`src/rtl/mux_scan_sequencer_pkg.sv`:
```
// ---------------------------------------------------------------------------
// mux_scan_pkg
// Shared types and constants for the mux scan sequencer: the FSM state enum,
// the channel count, the select and counter widths and the default data width.
// ---------------------------------------------------------------------------
package mux_scan_pkg;

    localparam int NUM_CH         = 8;
    localparam int SEL_W          = 3;
    localparam int CNT_W          = 8;
    localparam int DEFAULT_DATA_W = 4;

    typedef enum logic [1:0] {
        IDLE,
        SETTLE,
        HOLD
    } state_t;

endpackage

```
`src/rtl/mux_scan_sequencer_if.sv`:
```
// ---------------------------------------------------------------------------
// mux_scan_sequencer_if
// Valid/ready sample port of the scan sequencer.
//   sample_data  : captured mux output
//   sample_ch    : channel that sample_data was taken from
//   sample_valid : sample available
//   sample_ready : consumer accepts the sample
// The master modport is the sequencer side and the slave modport is the
// consumer side.
// ---------------------------------------------------------------------------
interface mux_scan_sequencer_if #(
    parameter int DATA_W = mux_scan_pkg::DEFAULT_DATA_W
);
    import mux_scan_pkg::*;

    logic [DATA_W-1:0] sample_data;
    logic [SEL_W-1:0]  sample_ch;
    logic              sample_valid;
    logic              sample_ready;

    modport master (
        output sample_data,
        output sample_ch,
        output sample_valid,
        input  sample_ready
    );

    modport slave (
        input  sample_data,
        input  sample_ch,
        input  sample_valid,
        output sample_ready
    );

endinterface

```
`src/rtl/mux_scan_sequencer_next_ch_finder.sv`:
```
// ---------------------------------------------------------------------------
// next_ch_finder
// Combinational search for the lowest enabled channel relative to a
// reference channel.
//   mask        : channel enable bits, bit n = channel n
//   cur_ch      : reference channel
//   include_cur : 1 = cur_ch itself may be returned, 0 = strictly above it
//   found       : an enabled channel exists in the searched range
//   next_ch     : lowest such channel (0 when found is 0)
// ---------------------------------------------------------------------------
module next_ch_finder
    import mux_scan_pkg::*;
(
    input  logic [NUM_CH-1:0] mask,
    input  logic [SEL_W-1:0]  cur_ch,
    input  logic              include_cur,
    output logic              found,
    output logic [SEL_W-1:0]  next_ch
);

    // Walk from the top down so that the last hit written is the lowest one.
    always_comb begin
        found   = 1'b0;
        next_ch = '0;
        for (int i = NUM_CH - 1; i >= 0; i--) begin
            if (mask[i] && ((SEL_W'(i) > cur_ch) ||
                            (include_cur && (SEL_W'(i) == cur_ch)))) begin
                found   = 1'b1;
                next_ch = SEL_W'(i);
            end
        end
    end

endmodule

```
`src/rtl/mux_scan_sequencer.sv`:
```
// ---------------------------------------------------------------------------
// mux_scan_sequencer
// Steps the 8-to-1 mux select lines through every enabled channel in
// ascending order, waits DWELL settle cycles on each channel, captures the
// mux output and offers it with its channel number on a valid/ready port.
// Each start request runs one pass.
//   clk, rst_n          : clock, asynchronous active-low reset
//   start, stop         : begin a pass (only when idle) / abort a pass
//   ch_mask             : channel enables, latched at start
//   sel_a, sel_b, sel_c : mux select, {sel_a,sel_b,sel_c} = channel
//   z_in                : mux output
//   smp                 : sample port (data, channel, valid, ready)
//   busy, done          : pass in progress / one-cycle end-of-pass pulse
// DWELL must lie in 1..255. Every output comes straight from a register.
// ---------------------------------------------------------------------------
module mux_scan_sequencer
    import mux_scan_pkg::*;
#(
    parameter int DWELL  = 4,
    parameter int DATA_W = DEFAULT_DATA_W
) (
    input  logic                 clk,
    input  logic                 rst_n,
    input  logic                 start,
    input  logic                 stop,
    input  logic [NUM_CH-1:0]    ch_mask,
    output logic                 sel_a,
    output logic                 sel_b,
    output logic                 sel_c,
    input  logic [DATA_W-1:0]    z_in,
    mux_scan_sequencer_if.master smp,
    output logic                 busy,
    output logic                 done
);

    localparam logic [CNT_W-1:0] LAST_CNT = CNT_W'(DWELL - 1);

    state_t              state_q, state_d;
    logic [SEL_W-1:0]    sel_q, sel_d;
    logic [CNT_W-1:0]    cnt_q, cnt_d;
    logic [NUM_CH-1:0]   mask_q, mask_d;
    logic [DATA_W-1:0]   data_q, data_d;
    logic [SEL_W-1:0]    ch_q, ch_d;
    logic                valid_q, valid_d;
    logic                busy_q, busy_d;
    logic                done_q, done_d;

    logic [NUM_CH-1:0]   find_mask;
    logic [SEL_W-1:0]    find_cur;
    logic                find_incl;
    logic                find_found;
    logic [SEL_W-1:0]    find_ch;

    // One finder serves both searches: in IDLE it looks at the live mask
    // from channel 0 inclusive, otherwise at the latched mask strictly above
    // the channel currently selected.
    assign find_incl = (state_q == IDLE);
    assign find_mask = find_incl ? ch_mask : mask_q;
    assign find_cur  = find_incl ? '0 : sel_q;

    next_ch_finder u_finder (
        .mask        (find_mask),
        .cur_ch      (find_cur),
        .include_cur (find_incl),
        .found       (find_found),
        .next_ch     (find_ch)
    );

    // stop overrides everything, including a start in IDLE and a handshake
    // in HOLD; it leaves sel and the last sample untouched.
    always_comb begin
        state_d = state_q;
        sel_d   = sel_q;
        cnt_d   = cnt_q;
        mask_d  = mask_q;
        data_d  = data_q;
        ch_d    = ch_q;
        valid_d = valid_q;
        busy_d  = busy_q;
        done_d  = 1'b0;

        if (stop) begin
            state_d = IDLE;
            valid_d = 1'b0;
            busy_d  = 1'b0;
        end else begin
            case (state_q)
                IDLE: begin
                    if (start) begin
                        if (find_found) begin
                            mask_d  = ch_mask;
                            sel_d   = find_ch;
                            cnt_d   = '0;
                            busy_d  = 1'b1;
                            state_d = SETTLE;
                        end else begin
                            done_d = 1'b1;
                        end
                    end
                end

                SETTLE: begin
                    if (cnt_q == LAST_CNT) begin
                        data_d  = z_in;
                        ch_d    = sel_q;
                        valid_d = 1'b1;
                        state_d = HOLD;
                    end
                    if (cnt_q != '1) begin
                        cnt_d = cnt_q + CNT_W'(1);
                    end
                end

                HOLD: begin
                    if (smp.sample_ready) begin
                        valid_d = 1'b0;
                        if (find_found) begin
                            sel_d   = find_ch;
                            cnt_d   = '0;
                            state_d = SETTLE;
                        end else begin
                            busy_d  = 1'b0;
                            done_d  = 1'b1;
                            state_d = IDLE;
                        end
                    end
                end

                default: begin
                    state_d = IDLE;
                end
            endcase
        end
    end

    always_ff @(posedge clk or negedge rst_n) begin
        if (!rst_n) begin
            state_q <= IDLE;
            sel_q   <= '0;
            cnt_q   <= '0;
            mask_q  <= '0;
            data_q  <= '0;
            ch_q    <= '0;
            valid_q <= 1'b0;
            busy_q  <= 1'b0;
            done_q  <= 1'b0;
        end else begin
            state_q <= state_d;
            sel_q   <= sel_d;
            cnt_q   <= cnt_d;
            mask_q  <= mask_d;
            data_q  <= data_d;
            ch_q    <= ch_d;
            valid_q <= valid_d;
            busy_q  <= busy_d;
            done_q  <= done_d;
        end
    end

    assign {sel_a, sel_b, sel_c} = sel_q;
    assign smp.sample_data       = data_q;
    assign smp.sample_ch         = ch_q;
    assign smp.sample_valid      = valid_q;
    assign busy                  = busy_q;
    assign done                  = done_q;

endmodule

```
`src/flat_wrapper.sv`:
```
// flat-port wrapper written by rule: the top's interface ports become plain ports
module mux_scan_sequencer_flat import mux_scan_pkg::*;
#(
    parameter int DWELL  = 4,
    parameter int DATA_W = DEFAULT_DATA_W
)
  (clk, rst_n, start, stop, ch_mask, sel_a, sel_b, sel_c, z_in, busy, done, smp_sample_data, smp_sample_ch, smp_sample_valid, smp_sample_ready);
  mux_scan_sequencer_if #(.DATA_W(DATA_W)) smp_i ();
  input  logic clk;
  input  logic rst_n;
  input  logic start;
  input  logic stop;
  input  logic [NUM_CH-1:0] ch_mask;
  output logic sel_a;
  output logic sel_b;
  output logic sel_c;
  input  logic [DATA_W-1:0] z_in;
  output logic busy;
  output logic done;
  output wire logic [$bits(smp_i.sample_data)-1:0] smp_sample_data;
  output wire logic [$bits(smp_i.sample_ch)-1:0] smp_sample_ch;
  output wire logic [$bits(smp_i.sample_valid)-1:0] smp_sample_valid;
  input wire logic [$bits(smp_i.sample_ready)-1:0] smp_sample_ready;
  assign smp_sample_data = smp_i.sample_data;
  assign smp_sample_ch = smp_i.sample_ch;
  assign smp_sample_valid = smp_i.sample_valid;
  assign smp_i.sample_ready = smp_sample_ready;
  mux_scan_sequencer #(.DWELL(DWELL), .DATA_W(DATA_W)) u_core (.clk(clk), .rst_n(rst_n), .start(start), .stop(stop), .ch_mask(ch_mask), .sel_a(sel_a), .sel_b(sel_b), .sel_c(sel_c), .z_in(z_in), .smp(smp_i), .busy(busy), .done(done));
endmodule
```
`config.mk`:
```
export PLATFORM = sky130hd
export DESIGN_NAME = mux_scan_sequencer_flat
export DESIGN_NICKNAME = d
export VERILOG_FILES = /design/src/rtl/mux_scan_sequencer_pkg.sv /design/src/rtl/mux_scan_sequencer_if.sv /design/src/rtl/mux_scan_sequencer_next_ch_finder.sv /design/src/rtl/mux_scan_sequencer.sv /design/src/flat_wrapper.sv
export SDC_FILE = /design/constraint.sdc
export NUM_CORES = 1
export LEC_CHECK = 0
export CAP_MARGIN = 0
export CORE_ASPECT_RATIO = 1.75
export CORE_UTILIZATION = 55
export CTS_CLUSTER_DIAMETER = 40
export DETAILED_ROUTE_END_ITERATION = 8
export GPL_TIMING_DRIVEN = 0
export PLACE_DENSITY = 0.85
export SYNTH_ARGS = -nofsm -noshare
export SYNTH_HDL_FRONTEND = slang
export SYNTH_SLANG_ARGS = --single-unit
```
`constraint.sdc`:
```
create_clock -name clk -period 3.1 [get_ports clk]
set_input_delay 0.465 -clock clk [delete_from_list [all_inputs] [get_ports clk]]
set_output_delay 0.465 -clock clk [all_outputs]
set_load 0.02 [all_outputs]
```
# Word-level counts from Yosys, hierarchy flattened
# Index checks and enable logic that the tools add are counted.
[word_totals]
in_bits = 17
output_inout_bits = 13
register_bits = 31
[op_classes]
n_eq_ne = 19
n_lt_le_gt_ge = 8
muxes = 49
n_reduce_logical = 37
addsub = 1
bitwise = 1
[ops]
columns = ["operator", "n"]
rows = [
  ["2-to-1 mux 8 bit", 5],
  ["2-to-1 mux 3 bit", 12],
  ["one-hot mux 8 bit (3 select lines)", 1],
  ["2-to-1 mux 1 bit", 21],
  ["logical AND 1 bit", 16],
  ["== test 3 bit, first input constant", 4],
  ["greater-than comparator 3 bit, first input constant", 4],
  ["!= test 3 bit, second input constant", 4],
  ["AND reduction 4 bit", 3],
  ["2-to-1 mux 2 bit", 5],
  ["AND reduction 5 bit", 2],
  ["nonzero test 3 bit", 3],
  ["adder 8 x 1 -> 8 bit, second input constant", 1],
  ["== test 8 x 2 -> 1 bit, second input constant", 1],
  ["logical OR 1 bit", 8],
  ["!= test 8 bit, second input constant", 1],
  ["== test 2 x 3 -> 1 bit, first input constant", 2],
  ["greater-than comparator 1 x 3 -> 1 bit, first input constant", 2],
  ["greater-than comparator 2 x 3 -> 1 bit, first input constant", 2],
  ["one-hot mux 1 bit (2 select lines)", 3],
  ["one-hot mux 2 bit (3 select lines)", 1],
  ["one-hot mux 3 bit (2 select lines)", 1],
  ["AND reduction 3 bit", 2],
  ["!= test 2 bit, second input constant", 2],
  ["other kinds (9)", 9],
]

# Logic depth before layout (Yosys ltp)
[depth]
word_depth = 18
ltp_mapped = 8

# By module
# Synthesis repeated with hierarchy kept, for this count alone.
[unflattened]
cells_unflattened = 182
hier_area_um2 = 1859.3
[modules_own_cells]
columns = ["mod", "n_inst", "area_each_um2", "cells_per_inst"]
rows = [
  ["mux_scan_sequencer", 1, 1592.8, 133],
  ["next_ch_finder", 1, 266.5, 49],
]

# Worst setup path before layout
# OpenSTA, ideal clock, no wires.
[synth_path]
path_kind = "input to register"
start = "input ch_mask[5]"
end = "register u_core.mask_q[1]"
arrival_ns = 1.996
n_path_buf = 0
cell_stages = 6
setup_slack_ns = 0.979
cell_sequence = "or3_2 o221ai_1 nand4_2 or2_4 nand4b_4 mux2_4"
[synth_between]
elab_chain_cells = 9
[synth_lines]
columns = ["item", "line_no", "text"]
rows = [
  ["start: declaration", "flat_wrapper.sv:13", "input logic [NUM_CH-1:0] ch_mask;"],
  ["2-to-1 mux 8 bit", "mux_scan_sequencer.sv:58", "assign find_mask = find_incl ? ch_mask : mask_q;"],
  ["logical AND 1 bit", "mux_scan_sequencer_next_ch_finder.sv:26", "if (mask[i] && ((SEL_W'(i) > cur_ch) ||"],
  ["2-to-1 mux 1 bit (6 in series)", "mux_scan_sequencer_next_ch_finder.sv:26", ""],
  ["AND reduction 4 bit (no line)", "n/a", ""],
  ["end signal: assignment", "mux_scan_sequencer.sv:151", "mask_q <= mask_d;"],
  ["end: declaration", "mux_scan_sequencer.sv:41", "logic [NUM_CH-1:0] mask_q, mask_d;"],
]
# No other way between the ends.
# A chain may end at the register's enable or synchronous reset.

# Final worst setup path
[layout_path]
start = "input ch_mask[7]"
end = "register u_core.mask_q[6]"
[layout_between]
elab_chain_cells = 11
[layout_lines]
columns = ["item", "line_no"]
rows = [
  ["2-to-1 mux 8 bit", "mux_scan_sequencer.sv:58"],
  ["logical AND 1 bit", "mux_scan_sequencer_next_ch_finder.sv:26"],
  ["2-to-1 mux 1 bit (8 in series)", "mux_scan_sequencer_next_ch_finder.sv:26"],
  ["AND reduction 4 bit (no line)", "n/a"],
]
# No other way between the ends.

==> results by group <==
Synthesis
  • Yosys warning total: 0
  • Top FF cell, synth: dfrtp_1
  • Syn Area/Cell: 10.7 um^2
  • Synth area leader: dfrtp_1
  • Yosys cell types: 50
  • Post-synth top cells: 30 x dfrtp_1, 12 x nand2_1, 11 x a21oi_1, 9 x nor2_1, 8 x mux2_2
  • Number of flops mapped to enable cells by yosys: 0
  • Register area share after synthesis: between 40% and 50%
  • #FFs+latches synth: 30
  • Largest cells by area after synthesis: dfrtp_1 44%, mux2_4 6.2%, mux2_2 5.3%
  • Netlist Area Pre-Place: 1690 um^2
  • Post-Syn Nets: between 150 and 200
  • Yosys top cell area share: roughly 44%
  • Synth Instances: 159
  • Top-count cell post-synth: dfrtp_1
  • Asr flop ratio synth: between 90% and 100%

Clocking
  • # clock sinks: 30
  • Worst-Skew Late Latency: roughly 280 ps
  • Post-CTS Setup Inserts: 0
  • Resized cells post-CTS: 0
  • Clock Root Buffer: clkbuf_8
  • CTS Buf Count: 5
  • Worst-path clk slew: 60 ps
  • Worst-case clock buffer depth: 2
  • H-tree depth: 2
  • Hold buffers post-CTS: 0
  • CTS tree: built

Drt
  • DRC Markers: 4
  • WL final: approximately 3800 um
  • Post-route ant nets: 0
  • DRT iter0 DRCs: 65
  • Vias: 1387
  • First-pass DRT Iterations: 6
  • Routed WL per cell: approximately 17 um
  • Via density per instance: 6.22

STA
  • Worst-margin pin slew: 680 ps
  • Clock Skew: ~3.3 ps
  • Slew Limit Fails: 0
  • Slew HR: between 50 and 60%
  • Sum Neg Setup Slack: 0 ps
  • Hold Vio Cnt, Final: 0
  • Tmin final: about 2500 ps
  • Final setup fails: 0
  • Unrepaired setup endpoints after global routing: false
  • Period utilization: just over 80%
  • Peak Freq: between 400 and 500 MHz

Power and ir drop
  • Peak supply drop: around 0.41 mV
  • PwrDens: 580 nW/um^2
  • Pleak: 0.909 nW

Status
  • Violations in the final reports: design-rule violations
  • Status: complete, but fails checks

Critical path
  • CP cell instances: clkdlybuf4s50_1, or3_2, o221ai_1, nand4_2, or2_4, nand4b_4, mux2_4
  • CP bufs+invs: 1
  • Critical Path Fanout Max: 7
  • Top Family by Delay on Critical Path: simple AND/OR/NAND/NOR gates
  • FF-to-FF Start: u_core.state_q[1]$_DFFE_PN0P_
  • Critical Path End Type: register
  • CP max stage cell: or3_2
  • WS Path Type: in -> reg
  • CP Launch Type: input port
  • FF-to-FF setup slack: between 700 and 800 ps
  • CP Launch Point: ch_mask[7]
  • CP peak stage delay: 480 ps
  • Critical Path AT: between 2000 and 3000 ps
  • Critical path data required time: roughly 3300 ps

Cells and area
  • Layout net count: 212
  • ANT cells: 0
  • Fin cells: between 200 and 250
  • Area added between synthesis and finish: 23.7%
  • Final design area excluding fillers: about 2100 um^2
  • Layout cells sized above 1: between 20% and 30%

Placed design
  • PortBufs: 28
  • Placed cell count: 215
  • DPL Wire Length: 2860 um
  • DP Area: between 2000 and 2500 um^2
  • Routability cong.: between 0.9 and 1

Die
  • Die Y: about 75 um
  • Site Rows: 26
  • Die area: ~3300 um^2
  • I/O pins: 30
  • Core Region: between 2000 and 3000 um^2
  • Initial Utilization: slightly below 60%
  • DIE WIDTH: about 44 um

Run
  • Max-cap violations: 0

Min path
  • Hold Crit Class: in -> async

Global route
  • Vias in the first global route: between 1k and 1.5k
  • First-pass GRT wire length: a little over 6000 um
  • GRT Util Overall: about a quarter
  • Largest net degree at the start of global routing: 31
  • Total grt overflow: 0
  • Initial antenna violation count: 0
path summary, 6_finish.rpt:
check,end,depth (start not counted)
max in group asynchronous,u_core.cnt_q[3]$_DFFE_PN0P_,1
worst min register to register,u_core.smp.sample_ch[0]$_DFFE_PN0P_,2
min in group clk,u_core.smp.sample_ch[0]$_DFFE_PN0P_,2
worst max register to register,u_core.mask_q[6]$_DFFE_PN0P_,7
worst min-delay path,u_core.done$_DFF_PN0_,1
worst max-delay path,u_core.mask_q[6]$_DFFE_PN0P_,7
registers in the layout (all words and copies together), names as in the netlist:
name,flops
u_core.sel_q,3
u_core.smp.sample_ch,3
u_core.busy,1
u_core.state_q,2
u_core.smp.sample_data,4
u_core.mask_q,7
u_core.smp.sample_valid,1
u_core.cnt_q,8
u_core.done,1
power by group:
| part | switching (mW) | leakage [nW] | internal (mW) |
|---|---|---|---|
| clock | 0.144 | 0.0482 | 0.179 |
| sequential | 0.0565 | 0.394 | 0.455 |
| combinational | 0.188 | 0.467 | 0.193 |
placed cells by master (no fill, tap or decap), drive strengths merged, types with 3 or more instances in the layout:
master         instances
or3                    5
nor3                   3
or4                    3
clkbuf                 8
nand3                  6
mux2                  15
inv                    5
a31oi                  3
dfrtp                 30
o31ai                  5
o21ai                 10
nand2                 12
nor2                  10
nand2b                 3
clkdlybuf4s50         27
a21oi                 14
buf                    6
per-stage QoR:
stage | hold slack (ps) | setup WS, ps | total power [mW] | utilization (%)
2_1_floorplan | 169 | 979 | 0.753 | -
3_5_place_dp | 478 | 330 | 0.900 | 68.6
3_3_place_gp | 463 | 353 | 0.886 | 68.6
6_report | 214 | 606 | 1.22 | 71.6
5_1_grt | 275 | 567 | 1.28 | 71.6
4_1_cts | 492 | 615 | 1.23 | 71.8
logic make-up after synthesis:
kind of cell               share of synthesized area (%)
and+or+nand+nor                                     20.4
AOI/OAI and AO/OA                                   16.9
DFF                                                 44.3
muxes                                               12.9
buffers and inverters                               4.21
xor gates and xnor gates                           0.517
adders and majority gates                          0.738
routing by layer:
metal | routed length, um | up-vias | global-route usage (%) | part of all wire (%)
li1 | - | 658 | - | -
met3 | 197 | 12 | 5.92 | 5.2
met1 | 1410 | 668 | 26.6 | 37
met5 | 0 | - | 0 | 0
met4 | 119 | 0 | 15.8 | 3.1
met2 | 2090 | 49 | 45.4 | 55
cell type report:
class | instances | area [um^2]
Buffer | 6 | 52.6
Fill cell | 207 | 832
Sequential cell | 30 | 751
Timing Repair Buffer | 28 | 275
Clock inverter | 1 | 5.00
Tap cell | 28 | 35.0
Clock buffer | 7 | 86.3
Inverter | 5 | 18.8
Multi-Input combinational cell | 118 | 872
(Power assumes the default switching activity.)
